===== config.mk =====
export PLATFORM = sky130hd
export DESIGN_NAME = delay_line
export DESIGN_NICKNAME = d
export VERILOG_FILES = /design/src/rtl/delay_line.sv
export SDC_FILE = /design/constraint.sdc
export NUM_CORES = 1
export LEC_CHECK = 0
export CORE_AREA = 2 2 41 43
export DETAILED_ROUTE_END_ITERATION = 12
export DIE_AREA = 0 0 43 45
export GPL_ROUTABILITY_DRIVEN = 0
export PLACE_DENSITY = 0.65
export SYNTH_ARGS = -nofsm -noshare
export SYNTH_HDL_FRONTEND = slang
export SYNTH_SLANG_ARGS = --single-unit

===== constraint.sdc =====
create_clock -name clk -period 0.8 [get_ports clk]
set_clock_uncertainty 0.15 [all_clocks]
set_input_delay 0.16 -clock clk [delete_from_list [all_inputs] [get_ports clk]]
set_output_delay 0.16 -clock clk [all_outputs]
set_load 0.01 [all_outputs]

===== src/rtl/delay_line.sv =====
// delay_line: width/depth shift register with synchronous reset.
module delay_line #(
  parameter int WIDTH = 8,
  parameter int DEPTH = 2
) (
  input  logic             clk,
  input  logic             rst,
  input  logic [WIDTH-1:0] d_i,
  output logic [WIDTH-1:0] q_o
);
  logic [WIDTH-1:0] pipe_q [DEPTH];
  always_ff @(posedge clk) begin
    if (rst) begin
      for (int i = 0; i < DEPTH; i++) pipe_q[i] <= '0;
    end else begin
      pipe_q[0] <= d_i;
      for (int i = 1; i < DEPTH; i++) pipe_q[i] <= pipe_q[i-1];
    end
  end
  assign q_o = pipe_q[DEPTH-1];
endmodule


==> Flow_metrics.wiki <==
{| class="wikitable"
! Metric !! Value
|-
| Result of the run || complete, but fails checks
|-
| Violated checks || negative setup slack
|-
| Worst voltage drop across the vdd grid || 1.148 mV
|-
| Starting Density || 35.63%
|-
| Post-cts resize count || 38
|-
| Hold Path Class || in -> reg
|-
| Largest fanout on the critical path || 1
|-
| Clock root buffer || sky130_fd_sc_hd__clkbuf_4
|-
| Standard-cell row count || 14
|-
| Endpoint type of the worst setup path || output port
|-
| Count of max-cap constraint violations || 0
|-
| Fin cells || 74
|-
| R2R Path Start || pipe_q[0][7]$_SDFF_PP0_
|-
| Number of buffers added to fix hold violations after cts || 0
|-
| Cell Int Power || 1.107 mW
|-
| Fraction of post-synthesis cell area in the top cell type by area || 61.10%
|-
| Required arrival time at the worst endpoint || 490 ps
|-
| Via count of the first global-routing pass || 259
|-
| First-pass GRT wire length || 966 um
|-
| Relative contribution of sequential cells to total power || 61.6%
|-
| Post-placement cell count || 71
|-
| Core Footprint || 1471 um2
|-
| Initial DRT Pass Iterations || 1
|-
| Nets@finish || 70
|-
| Antenna violations before repair || 0
|-
| Leading cell type by number of instances after synthesis || sky130_fd_sc_hd__dfxtp_1
|-
| Worst Path Buf+Inv || 1
|-
| Startpoint Class || flop
|-
| GR Util All Layers || 7.113%
|-
| Cell Area, Synth || 524.3 um2
|-
| PortBufs || 17
|-
| Fraction of synthesis flops using an asynchronous set or reset pin || 0%
|-
| Number of DRC violations after detailed routing || 0
|-
| I/O pins || 18
|-
| Number of nets produced by synthesis || 51
|-
| Number of max-slew violations in the final report || 0
|-
| Unrepaired setup endpoints after global routing || yes
|-
| Top cell types by occurrence after synthesis || 16 x sky130_fd_sc_hd__dfxtp_1, 8 x sky130_fd_sc_hd__buf_4, 7 x sky130_fd_sc_hd__nor2b_2, 6 x sky130_fd_sc_hd__and2b_2, 3 x sky130_fd_sc_hd__nor2b_1
|-
| Max-slew headroom || 93.61%
|-
| Power Dens Cells || 1984 nW/um2
|-
| Post-synth top flop || sky130_fd_sc_hd__dfxtp_1
|-
| Maximum buffer depth of the clock tree || 2
|-
| Slew of the pin with the lowest slew margin || 95.70 ps
|-
| Diodes inserted || 0
|-
| Time the worst path needs with I/O delays and setup || 1014 ps
|-
| Worst path cell trace || buf_6
|-
| Clk pwr share || 28.2%
|-
| Synth-to-Final Area Change || 31.26%
|-
| Average vias per placed instance || 3.865
|-
| Launch instance of the worst min-delay path || rst
|-
| Post-DR wirelength/cell || 8.149 um
|-
| Number of levels in the clock H-tree || 1
|-
| Static Leak || 0.3156 nW
|-
| # Post-CTS Setup Buffers || 0
|-
| Sw frac || 18.92%
|-
| Share of the yosys chip area belonging to registers || 61.10%
|-
| Post-detailed-placement cell area || 688.2 um2
|-
| Number of unique standard cell types used by synthesis || 6
|-
| Die height || 45 um
|-
| Detailed-placement wirelength estimate || 497.3 um
|-
| Die area || 1935 um2
|-
| Largest stage delay, worst path || 330 ps
|-
| Clock insertion delay at the later pin of the skew report || 270 ps
|-
| Top achievable clock speed || 0.9867 GHz
|-
| Clock transition at the register clock pins on the worst setup and hold paths after CTS || 80 ps
|-
| Fraction of final layout cells with drive strength greater than 1 || 55.17%
|-
| Final setup violating endpoints || 8
|-
| Yosys warning total || 0
|-
| Worst-path cell with the longest stage delay || sky130_fd_sc_hd__dfxtp_2
|-
| Number of instances in the synthesized netlist || 41
|-
| Post-route setup slack || -213.5 ps
|-
| CTS tree || built
|-
| Via count of the routed design || 286
|-
| Mean Syn Cell Area || 12.79 um2
|-
| Kind of critical path || reg -> out
|-
| Portion of the clock cycle consumed by the worst path in the final layout || 126.7%
|-
| Detailed Route WL || 603 um
|-
| Dominant cell type by area after synthesis || sky130_fd_sc_hd__dfxtp_1
|-
| Finished Cell Area || 688.2 um2
|-
| Number of register bits inferred by synthesis || 16
|-
| Max reg flops || 16
|-
| Num Clock Sinks || 16
|-
| Largest net degree at the start of global routing || 9
|-
| Number of clock buffers inserted by TritonCTS || 3
|-
| Post-route ant nets || 0
|-
| Critical path data arrival time || 700 ps
|-
| Launch point of the critical path || pipe_q[0][15]$_SDFF_PP0_
|-
| Detailed router's first-iteration violation count || 0
|-
| Remaining Overflow, GRT || 0
|-
| Combinational fraction of design power || 10.2%
|-
| Total count of hold-check failures in the final report || 0
|-
| Power dissipated by switching net loads || 0.2584 mW
|-
| Category of cells accounting for the largest share of critical-path delay || flip-flops
|-
| Width of the die || 43 um
|-
| Largest registers || pipe_q (16)
|-
| Post-layout util || 46.77%
|-
| Number of flops mapped to enable cells by yosys || 0
|-
| Leading cell types by total area after synthesis || sky130_fd_sc_hd__dfxtp_1 61%, sky130_fd_sc_hd__nor2b_2 12%, sky130_fd_sc_hd__buf_4 11%
|-
| Most flop-heavy register || pipe_q
|}
==> path summary, 6_finish.rpt <==
kind | to | depth (start not counted) | slack (ps)
worst max-delay path | q_o[7] | 1 | -210
worst min-delay path | pipe_q[0][7]$_SDFF_PP0_ | 3 | 160
worst max register to register | pipe_q[0][15]$_SDFF_PP0_ | 1 | 70
worst min register to register | pipe_q[0][14]$_SDFF_PP0_ | 1 | 290
==> placed cells by master (no fill, tap or decap) <==
master and instances:
sky130_fd_sc_hd__buf_2 6, sky130_fd_sc_hd__buf_6 3, sky130_fd_sc_hd__dfxtp_2 2, sky130_fd_sc_hd__buf_4 5, sky130_fd_sc_hd__clkbuf_4 3, sky130_fd_sc_hd__clkdlybuf4s50_1 8
sky130_fd_sc_hd__and2b_2 6, sky130_fd_sc_hd__dlygate4sd2_1 1, sky130_fd_sc_hd__nor2b_1 3, sky130_fd_sc_hd__dfxtp_1 14, sky130_fd_sc_hd__nor2b_2 7
==> layout make-up <==
cell class | count | area (um2)
fill | 162 | 783.3
sequential | 16 | 322.8
timing repair buffer | 23 | 190.2
multi-input combinational | 16 | 132.6
clock buffer | 3 | 22.52
tap | 16 | 20.02
==> cell families after synthesis <==
| logic type | count (synthesis) | synth area share, % |
|---|---|---|
| buffers and inverters | 9 | 13.60 |
| DFF | 16 | 61.10 |
| and+or+nand+nor | 16 | 25.30 |
==> power groups by stage <==
stage | clock network, mW | registers, mW | logic, mW
global placement | 0 | 0.859 | 0.150
detailed placement | 0 | 0.860 | 0.152
CTS | 0.410 | 0.843 | 0.142
floorplan | 0 | 0.857 | 0.0772
global route | 0.439 | 0.846 | 0.151
finish | 0.385 | 0.841 | 0.139
==> metrics by stage <==
stage	total power, mW	setup TNS [ps]	hold WS [ps]	worst slack (ps)
after floorplan	0.9345	0	139.1	88.79
after global placement	1.009	-8888	268.9	-437.8
after detailed placement	1.013	-9057	278.4	-446.5
after CTS	1.395	-1794	149.2	-231.5
after global routing	1.435	-1951	173.6	-253.8
final	1.365	-1652	157.4	-213.5
==> layer usage <==
metal	share of wire, %	track usage (%)	vias up
li1	-	-	150
met1	36	6.484	127
met2	56	13.03	9
met3	8.3	2.400	0
met4	0	5.455	0
met5	0	0	-
(Power assumes the default switching activity.)
